**src/rtl/clock_pkg.sv**
```systemverilog
// rtl/clock_pkg.sv - shared key FSM state type and 25 MHz default timing constants
`timescale 1ns/1ps
package clock_pkg;

    localparam int unsigned SYS_CLK_HZ          = 25_000_000;
    localparam int unsigned DEF_DEBOUNCE_CYCLES = SYS_CLK_HZ / 100;
    localparam int unsigned DEF_LONG_CYCLES     = SYS_CLK_HZ;

    typedef enum logic [2:0] {
        IDLE      = 3'd0,
        PRESS_DEB = 3'd1,
        HELD      = 3'd2,
        LONG      = 3'd3,
        REL_DEB   = 3'd4
    } key_state_t;

endpackage

```
**src/rtl/key_press_classifier_if.sv**
```systemverilog
// rtl/key_press_classifier_if.sv - raw key input and classified key event outputs
`timescale 1ns/1ps
interface key_press_classifier_if;

    logic key_raw;
    logic key_short;
    logic key_long;
    logic key_level;

    modport master (
        input  key_raw,
        output key_short,
        output key_long,
        output key_level
    );

    modport slave (
        output key_raw,
        input  key_short,
        input  key_long,
        input  key_level
    );

endinterface

```
**src/rtl/sync_2ff.sv**
```systemverilog
// rtl/sync_2ff.sv - generic two-flop synchronizer with configurable reset value
`timescale 1ns/1ps
module sync_2ff #(
    parameter int              WIDTH       = 1,
    parameter logic [WIDTH-1:0] RESET_VALUE = '0
) (
    input  logic             clk,
    input  logic             rst_n,
    input  logic [WIDTH-1:0] d,
    output logic [WIDTH-1:0] q
);

    logic [WIDTH-1:0] meta;

    always_ff @(posedge clk or negedge rst_n) begin
        if (!rst_n) begin
            meta <= RESET_VALUE;
            q    <= RESET_VALUE;
        end else begin
            meta <= d;
            q    <= meta;
        end
    end

endmodule

```
**src/rtl/key_press_classifier.sv**
```systemverilog
// rtl/key_press_classifier.sv - debounces one key and reports short/long presses
`timescale 1ns/1ps
module key_press_classifier
    import clock_pkg::*;
#(
    parameter int unsigned DEBOUNCE_CYCLES = DEF_DEBOUNCE_CYCLES,
    parameter int unsigned LONG_CYCLES     = DEF_LONG_CYCLES,
    parameter bit          KEY_ACTIVE_LOW  = 1'b1
) (
    input  logic                    clk,
    input  logic                    rst_n,
    key_press_classifier_if.master  key_bus
);

    localparam int DW = $clog2(DEBOUNCE_CYCLES + 1);
    localparam int HW = $clog2(LONG_CYCLES + 1);

    localparam logic [DW-1:0] DEB_LAST  = DW'(DEBOUNCE_CYCLES - 1);
    localparam logic [DW-1:0] DEB_FIRST = DW'(1);
    localparam logic [HW-1:0] HOLD_LAST = HW'(LONG_CYCLES - 1);
    localparam logic [HW-1:0] HOLD_MAX  = HW'(LONG_CYCLES);
    localparam bit            DEB_ONE   = (DEBOUNCE_CYCLES == 1);
    localparam logic          IDLE_PIN  = KEY_ACTIVE_LOW ? 1'b1 : 1'b0;

    logic raw_sync;
    logic key_sync;

    sync_2ff #(
        .WIDTH       (1),
        .RESET_VALUE (IDLE_PIN)
    ) u_sync (
        .clk   (clk),
        .rst_n (rst_n),
        .d     (key_bus.key_raw),
        .q     (raw_sync)
    );

    assign key_sync = KEY_ACTIVE_LOW ? ~raw_sync : raw_sync;

    key_state_t      state,     state_nxt;
    logic [DW-1:0]   deb_cnt,   deb_nxt;
    logic [HW-1:0]   hold_cnt,  hold_nxt;
    logic            hold_flag, flag_nxt;
    logic            level_q,   level_nxt;
    logic            short_q,   short_nxt;
    logic            long_q,    long_nxt;
    logic            rel_req;
    logic            rel_flag;

    always_ff @(posedge clk or negedge rst_n) begin
        if (!rst_n) begin
            state     <= IDLE;
            deb_cnt   <= '0;
            hold_cnt  <= '0;
            hold_flag <= 1'b0;
            level_q   <= 1'b0;
            short_q   <= 1'b0;
            long_q    <= 1'b0;
        end else begin
            state     <= state_nxt;
            deb_cnt   <= deb_nxt;
            hold_cnt  <= hold_nxt;
            hold_flag <= flag_nxt;
            level_q   <= level_nxt;
            short_q   <= short_nxt;
            long_q    <= long_nxt;
        end
    end

    always_comb begin
        state_nxt = state;
        deb_nxt   = deb_cnt;
        hold_nxt  = hold_cnt;
        flag_nxt  = hold_flag;
        level_nxt = level_q;
        short_nxt = 1'b0;
        long_nxt  = 1'b0;
        rel_req   = 1'b0;
        rel_flag  = 1'b0;

        case (state)
            IDLE: begin
                level_nxt = 1'b0;
                if (key_sync) begin
                    if (DEB_ONE) begin
                        state_nxt = HELD;
                        level_nxt = 1'b1;
                        hold_nxt  = '0;
                        flag_nxt  = 1'b0;
                    end else begin
                        state_nxt = PRESS_DEB;
                        deb_nxt   = DEB_FIRST;
                    end
                end
            end

            PRESS_DEB: begin
                if (!key_sync) begin
                    state_nxt = IDLE;
                    deb_nxt   = '0;
                end else if (deb_cnt >= DEB_LAST) begin
                    state_nxt = HELD;
                    deb_nxt   = '0;
                    level_nxt = 1'b1;
                    hold_nxt  = '0;
                    flag_nxt  = 1'b0;
                end else begin
                    deb_nxt = deb_cnt + 1'b1;
                end
            end

            HELD: begin
                // The long threshold wins over a release sampled on the same edge.
                if (hold_cnt >= HOLD_LAST) begin
                    long_nxt = 1'b1;
                    hold_nxt = HOLD_MAX;
                    if (key_sync) begin
                        state_nxt = LONG;
                        flag_nxt  = 1'b1;
                    end else begin
                        rel_req  = 1'b1;
                        rel_flag = 1'b1;
                    end
                end else begin
                    hold_nxt = hold_cnt + 1'b1;
                    if (!key_sync) begin
                        rel_req  = 1'b1;
                        rel_flag = 1'b0;
                    end
                end
            end

            LONG: begin
                if (!key_sync) begin
                    rel_req  = 1'b1;
                    rel_flag = 1'b1;
                end
            end

            REL_DEB: begin
                // hold_cnt stays frozen here so a glitch only delays the long report.
                if (key_sync) begin
                    state_nxt = hold_flag ? LONG : HELD;
                    deb_nxt   = '0;
                end else if (deb_cnt >= DEB_LAST) begin
                    state_nxt = IDLE;
                    deb_nxt   = '0;
                    hold_nxt  = '0;
                    flag_nxt  = 1'b0;
                    level_nxt = 1'b0;
                    short_nxt = ~hold_flag;
                end else begin
                    deb_nxt = deb_cnt + 1'b1;
                end
            end

            default: begin
                state_nxt = IDLE;
                deb_nxt   = '0;
                hold_nxt  = '0;
                flag_nxt  = 1'b0;
                level_nxt = 1'b0;
            end
        endcase

        // The first released sample already counts toward the release debounce.
        if (rel_req) begin
            if (DEB_ONE) begin
                state_nxt = IDLE;
                deb_nxt   = '0;
                hold_nxt  = '0;
                flag_nxt  = 1'b0;
                level_nxt = 1'b0;
                short_nxt = ~rel_flag;
            end else begin
                state_nxt = REL_DEB;
                deb_nxt   = DEB_FIRST;
                flag_nxt  = rel_flag;
            end
        end
    end

    assign key_bus.key_short = short_q;
    assign key_bus.key_long  = long_q;
    assign key_bus.key_level = level_q;

endmodule

```
**src/flat_wrapper.sv**
```systemverilog
// flat-port wrapper written by rule: the top's interface ports become plain ports
module key_press_classifier_flat import clock_pkg::*;
#(
    parameter int unsigned DEBOUNCE_CYCLES = DEF_DEBOUNCE_CYCLES,
    parameter int unsigned LONG_CYCLES     = DEF_LONG_CYCLES,
    parameter bit          KEY_ACTIVE_LOW  = 1'b1
)
  (clk, rst_n, key_bus_key_raw, key_bus_key_short, key_bus_key_long, key_bus_key_level);
  key_press_classifier_if key_bus_i ();
  input  logic clk;
  input  logic rst_n;
  input wire logic [$bits(key_bus_i.key_raw)-1:0] key_bus_key_raw;
  output wire logic [$bits(key_bus_i.key_short)-1:0] key_bus_key_short;
  output wire logic [$bits(key_bus_i.key_long)-1:0] key_bus_key_long;
  output wire logic [$bits(key_bus_i.key_level)-1:0] key_bus_key_level;
  assign key_bus_i.key_raw = key_bus_key_raw;
  assign key_bus_key_short = key_bus_i.key_short;
  assign key_bus_key_long = key_bus_i.key_long;
  assign key_bus_key_level = key_bus_i.key_level;
  key_press_classifier #(.DEBOUNCE_CYCLES(DEBOUNCE_CYCLES), .LONG_CYCLES(LONG_CYCLES), .KEY_ACTIVE_LOW(KEY_ACTIVE_LOW)) u_core (.clk(clk), .rst_n(rst_n), .key_bus(key_bus_i));
endmodule
```
**config.mk**
```make
export PLATFORM = sky130hd
export DESIGN_NAME = key_press_classifier_flat
export DESIGN_NICKNAME = d
export VERILOG_FILES = /design/src/rtl/clock_pkg.sv /design/src/rtl/key_press_classifier_if.sv /design/src/rtl/sync_2ff.sv /design/src/rtl/key_press_classifier.sv /design/src/flat_wrapper.sv
export SDC_FILE = /design/constraint.sdc
export NUM_CORES = 1
export LEC_CHECK = 0
export BUFFER_PORTS_ARGS = -buffer_cell sky130_fd_sc_hd__buf_4
export CORE_MARGIN = 10
export CORE_UTILIZATION = 50
export CTS_BUF_LIST = sky130_fd_sc_hd__clkbuf_2
export DETAILED_ROUTE_END_ITERATION = 10
export PLACE_DENSITY = 0.66
export SLEW_MARGIN = 20
export SYNTH_ARGS = -nofsm -noshare
export SYNTH_HDL_FRONTEND = slang
export SYNTH_SLANG_ARGS = --single-unit
```
**constraint.sdc**
```tcl
create_clock -name clk -period 5.86 [get_ports clk]
set_input_delay 0.879 -clock clk [delete_from_list [all_inputs] [get_ports clk]]
set_output_delay 0.879 -clock clk [all_outputs]
set_load 0.02 [all_outputs]
```
Word level (Yosys, flattened, before mapping)
Cells that the tools add are included.

Order comparisons: 2. Bitwise logic cells: 3. Equality and inequality tests: 18. Add/sub/neg operators: 2. Reductions and logical operators: 8. Mux-type cells: 42.

Operators by type and width (count): $mux 25 (4); $pmux 25 s4 (1); $mux 18 (5); $pmux 18 s4 (1); $add 25x1->25 const B (1); $ge 25x25->1 const B (1); $mux 3 (8); $mux 1 (19); $add 18x1->18 const B (1); $ge 18x18->1 const B (1); $pmux 3 s5 (1); $ne 3x2->1 const B (4); $ne 2x1->1 const B (5); $reduce_and 5->1 (2); $ne 4x2->1 const B (2); $eq 3x2->1 const B (2); $reduce_and 6->1 (1); $ne 2x2->1 const B (2); $pmux 1 s4 (1); $reduce_or 2->1 (2); $eq 3x1->1 const B (1); $eq 3x3->1 const B (1); $logic_not 3->1 (1); $ne 3x1->1 const B (1); 5 further kinds (7).

Word-level logic and storage cells: 84. Register bits after elaboration: 52. Input port bits: 3. Output and inout bits: 3.

Depth between registers and ports, before layout
Depth in word-level cells: 5. Mapped depth: 9. Mapped depth without buffers: 8.

By module
Synthesis repeated with hierarchy kept, for this count alone.

Cell total of the unflattened synthesis: 338. Area total of the unflattened synthesis: 3029.2 um^2.

By module, submodules not included: key_press_classifier (cells an instance 336, instances 1, area each 2976.6 um^2, sequential area each 1251.2 um^2); sync_2ff (cells an instance 2, instances 1, area each 52.6 um^2, sequential area each 52.6 um^2).

Worst setup path after synthesis
No wires, ideal clock.

Path type: reg-to-reg. Start point: register u_core.hold_cnt[0]. End point: register u_core.hold_cnt[11]. Setup time: 131 ps. Slack: 3909 ps. Stages on the path, launching flop included: 10. Arrival: 1820 ps. Buffers on the path: 1. Data required time: 5729 ps. Period minus slack after synthesis: 1951 ps. Cell sequence: dfrtp_1 -> ha_1 -> nand2_1 -> nor2_1 -> o21a_4 -> or2_1 -> buf_6 -> nand2_4 -> inv_2 -> or3_1.

Word-level cells in the longest chain between the ends: 3. Elaborated cells between the ends (all ways): 4. Those cells by class: add/sub (1); order compare (1); mux (2).

Ends and longest elaborated chain: from (decl) (RTL line key_press_classifier.sv:42) `logic [HW-1:0] hold_cnt, hold_nxt;`; from (signal assigned) (RTL line key_press_classifier.sv:62) `hold_cnt <= hold_nxt;`; $add 25x1->25 or $ge 25x25->1 (tied branches) (RTL line key_press_classifier.sv:125, key_press_classifier.sv:114); $mux 25 (*) (RTL line key_press_classifier.sv:114) `if (hold_cnt >= HOLD_LAST) begin`; $pmux 25 s4 (*) (RTL line key_press_classifier.sv:81) `case (state)`.

Every way passes the cells marked *; elsewhere a longest branch is shown, timed or not. A chain may end at the register's enable or synchronous reset.

Worst setup path after layout
Start point: register u_core.deb_cnt[0]. End point: register u_core.deb_cnt[13].

Word-level cells in the longest chain between the ends: 5. Elaborated cells between the ends (all ways): 7. Those cells by class: add/sub (1); order compare (1); mux (5).

Ends and longest elaborated chain: from (decl) (RTL line key_press_classifier.sv:41) `logic [DW-1:0] deb_cnt, deb_nxt;`; from (signal assigned) (RTL line key_press_classifier.sv:61) `deb_cnt <= deb_nxt;`; $add 18x1->18 or $ge 18x18->1 (tied branches); $mux 18 (*) (RTL line key_press_classifier.sv:101, key_press_classifier.sv:145); $mux 18, on equally long branches (RTL line key_press_classifier.sv:142, key_press_classifier.sv:98); $pmux 18 s4 (*) (RTL line key_press_classifier.sv:81); $mux 18 (*) (RTL line key_press_classifier.sv:167) `if (rel_req) begin`.

Marks and branches as above.

==> impl_metrics.csv <==
group,metric,value,unit
routing,routed_via_density,5.94,
worst_setup_path,setup.worst_path.end,"u_core.deb_cnt[13]$_DFFE_PN0P_",
cts,h-tree-depth,2,
placement,place_area,3120,µm²
worst_setup_path,critPathLaunch,"u_core.deb_cnt[0]$_DFFE_PN0P_",
placement,hpwlAfterDp,4.27,mm
power,combPwrFrac,13.3,%
timing,fmax,0.423,GHz
synth,synth-adder-area-share,0.813,%
run,cap_violations,0,
worst_setup_path,r2r_cells,7,
worst_setup_path,setup.reg_to_reg.worst_slack,3.50,ns
cts,numCtsBuffers,5,
synth,synthXorXnorAreaFrac,3.42,%
cts,clock_latency,0.44,ns
worst_setup_path,path_cells,"ha_1 -> nand4_1 -> and3_1 -> o21ai_2 -> nor3_2 -> nor2_2 -> o21ai_0",
floorplanning,io_pins,6,
timing,final_hold_viol_count,0,
cts,cts_hold_buf,0,
layout,area_delta_synth_final,3.01,%
synth,synthMuxAreaShare,1.67,%
power,p_int,0.000427,W
synth,synthCells,345,
power,swShare,32.3,%
floorplanning,fp.dieArea,9690,µm²
cts,cts_tree,"done",
worst_setup_path,startpoint_type,"flip-flop",
synth,yosysSeqAreaShare,42.4,%
timing,final-max-slew-violation-count,0,
power,powerDensity,199,nW/µm²
cts,cts_max_path_buffers,2,
worst_setup_path,worstSetupPathType,"reg2reg",
routing,post-route-drc-count,0,
synth,synth-seq-cells,52,
grt,grt_usage,13.4,%
timing,fin_crit,2.36,ns
cts,clk_pin_slew,0.27,ns
worst_setup_path,critPathMaxStageDelay,0.52,ns
power,pwr-share-clk,23.1,%
worst_setup_path,endpoint_kind,"flip-flop",
grt,antenna_found_initial,0,
grt,gr-total-overflow,0,
timing,setup_tns,0,ns
layout,finish.instance_area,3170,µm²
placement,io_buffers,5,
layout,layout-drive-gt1-share,10.9,%
synth,netlist.area_leader.share,40.7,%
status,status,"complete, no violations",
worst_setup_path,cp.required,6.20,ns
synth,ys.flop_type,"dfrtp_1",
grt,grt_max_degree,53,
timing,finalSetupViolCount,0,
synth,async_flop_share,100,%
timing,worst_slew_pin_slew,0.970,ns
synth,synth.distinct_cells,66,
power,peakVddDrop,107,µV
routing,drt.antenna.violating_nets,0,
layout,layout.nets,345,
synth,netlist_area,3080,µm²
cts,numClockSinks,52,
routing,vias,2473,
worst_setup_path,cp_slowest_cell,"nor2_2",
worst_hold_path,hold_class,"reg2reg",
synth,synth_edf_count,0,
worst_setup_path,r2r_start,"u_core.deb_cnt[0]$_DFFE_PN0P_",
floorplanning,placeableCoreArea,5960,µm²
cts,cts_setup_buffers,0,
timing,slew_headroom,35.0,%
cts,post_cts_resized,0,
grt,first_global_vias,2403,
worst_hold_path,worstHoldPathCells,0,
cts,clockRootBuffer,"clkbuf_2",
synth,synth-simple-area-share,28.5,%
routing,post_drt_wl_per_cell,15.1,µm
synth,syn-num-nets,350,
synth,synthTopCellsByArea,"dfrtp_1 (41%), o21ai_0 (5.4%), nor2_1 (4.4%)",
power,p_sw,0.000204,W
worst_setup_path,crit_arrival,2.71,ns
layout,antennaDiodeCount,0,
worst_setup_path,crit_fanout,16,
placement,gp_congestion,0.813,
synth,yosysTopAreaCell,"dfrtp_1",
grt,grt_pass1_wl,11.3,mm
timing,rsz0062_at_grt,"no",
synth,synth_common_cells,"dfrtp_1 (50), nor2_1 (36), o21ai_0 (33)",
timing,period_share,40.3,%
worst_setup_path,r2r-end,"u_core.deb_cnt[13]$_DFFE_PN0P_",
synth,yosysWarnings,0,
synth,synth-compound-area-share,19.1,%
floorplanning,std_cell_rows,28,
routing,drt_wl_total,6.29,mm
synth,synth_top_family_by_area,"simple AND/OR/NAND/NOR gates",
power,seq_power_share,63.6,%
routing,first_pass_iters,4,
floorplanning,start_util,51.7,%
routing,drt_iter0_markers,141,
timing,fin_skew,0.0202,ns
synth,avgSynthCellArea,8.92,µm²
floorplanning,die_x,98.4,µm
power,p_leak,1.32,nW
synth,synth.most_common_cell,"dfrtp_1",
layout,fillerInstances,554,
floorplanning,die_h,98.4,µm
through the flow:
step                power, W  hold slack [ns]  util (%)  instances  worst slack [ns]
floorplan           0.000466            0.345         -        345              3.91
global placement    0.000487            0.351      52.4        408              3.46
detailed placement  0.000489            0.353      52.4        408              3.41
CTS                 0.000636            0.386      53.1        416              3.33
global route        0.000664            0.387      53.2        416              3.19
finish              0.000631            0.384      53.2        416              3.50
final cells by class:
class | count | area [µm²] | area share [%]
clock buffer | 5 | 25.0 | 0.790
clock inverter | 3 | 18.8 | 0.592
inverter | 10 | 37.5 | 1.18
multi-input combinational | 266 | 1650 | 52.2
sequential | 52 | 1300 | 41.1
tap | 75 | 93.8 | 2.96
timing repair buffer | 5 | 37.5 | 1.18
flip-flops by register name (all words and copies together), names as in the netlist:
signal / cells
u_core.hold_cnt: 25
u_core.deb_cnt: 18
u_core.state: 3
u_core.hold_flag: 1
u_core.key_bus.key_level: 1
u_core.key_bus.key_long: 1
u_core.key_bus.key_short: 1
u_core.u_sync.meta: 1
u_core.u_sync.q: 1
how the worst min path moves through the flow:
stage	slack, ns	from	end
CTS	0.39	u_core.u_sync.meta$_DFF_PN1_	u_core.u_sync.q$_DFF_PN1_
floorplan	0.35	u_core.u_sync.meta$_DFF_PN1_	u_core.u_sync.q$_DFF_PN1_
detailed placement	0.35	u_core.u_sync.meta$_DFF_PN1_	u_core.u_sync.q$_DFF_PN1_
global placement	0.35	u_core.u_sync.meta$_DFF_PN1_	u_core.u_sync.q$_DFF_PN1_
finish	0.38	u_core.u_sync.meta$_DFF_PN1_	u_core.u_sync.q$_DFF_PN1_
global route	0.39	u_core.u_sync.meta$_DFF_PN1_	u_core.u_sync.q$_DFF_PN1_
power groups by stage:
| stage | Sequential [W] | Clock (W) | Combinational (W) |
|---|---|---|---|
| 6_report | 0.000401 | 0.000146 | 0.0000837 |
| 2_1_floorplan | 0.000386 | 0 | 0.0000801 |
| 4_1_cts | 0.000400 | 0.000153 | 0.0000836 |
| 3_3_place_gp | 0.000405 | 0 | 0.0000816 |
| 3_5_place_dp | 0.000405 | 0 | 0.0000833 |
| 5_1_grt | 0.000405 | 0.000162 | 0.0000969 |
placed cells by master (no fill, tap or decap), types with 4 or more instances in the layout:
cell type,n
a21oi_1,14
a31oi_1,9
a22o_1,4
buf_4,5
nor2_1,36
inv_1,9
clkbuf_2,5
nand3_1,17
dfrtp_1,50
o21ai_1,4
xnor2_1,7
and4_1,4
and3_1,9
o21ai_0,33
nand4_1,12
xor2_1,5
nand2_1,30
a21o_1,4
nor4_1,8
mux2i_1,4
nor3_1,7
cells by family after synthesis:
family                     after synthesis
and+or+nand+nor                        155
AOI/OAI and AO/OA                       92
DFF                                     52
buffers and inverters                   27
xor gates and xnor gates                12
muxes                                    5
adders and majority gates                2
routing by layer:
metal	track usage (%)	vias up	routed length [µm]
li1	-	1253	-
met1	18.8	1176	3300
met2	20.5	39	2750
met3	2.58	5	191
met4	3.42	0	44
met5	0	-	0
worst max-delay path: cells and delay by family, from the launching register on:
family / cells / cell delay (ns)
and+or+nand+nor: 4 / 0.99
DFF: 1 / 0.48
adders and majority gates: 1 / 0.27
AOI/OAI and AO/OA: 2 / 0.51
(Power assumes the default switching activity.)
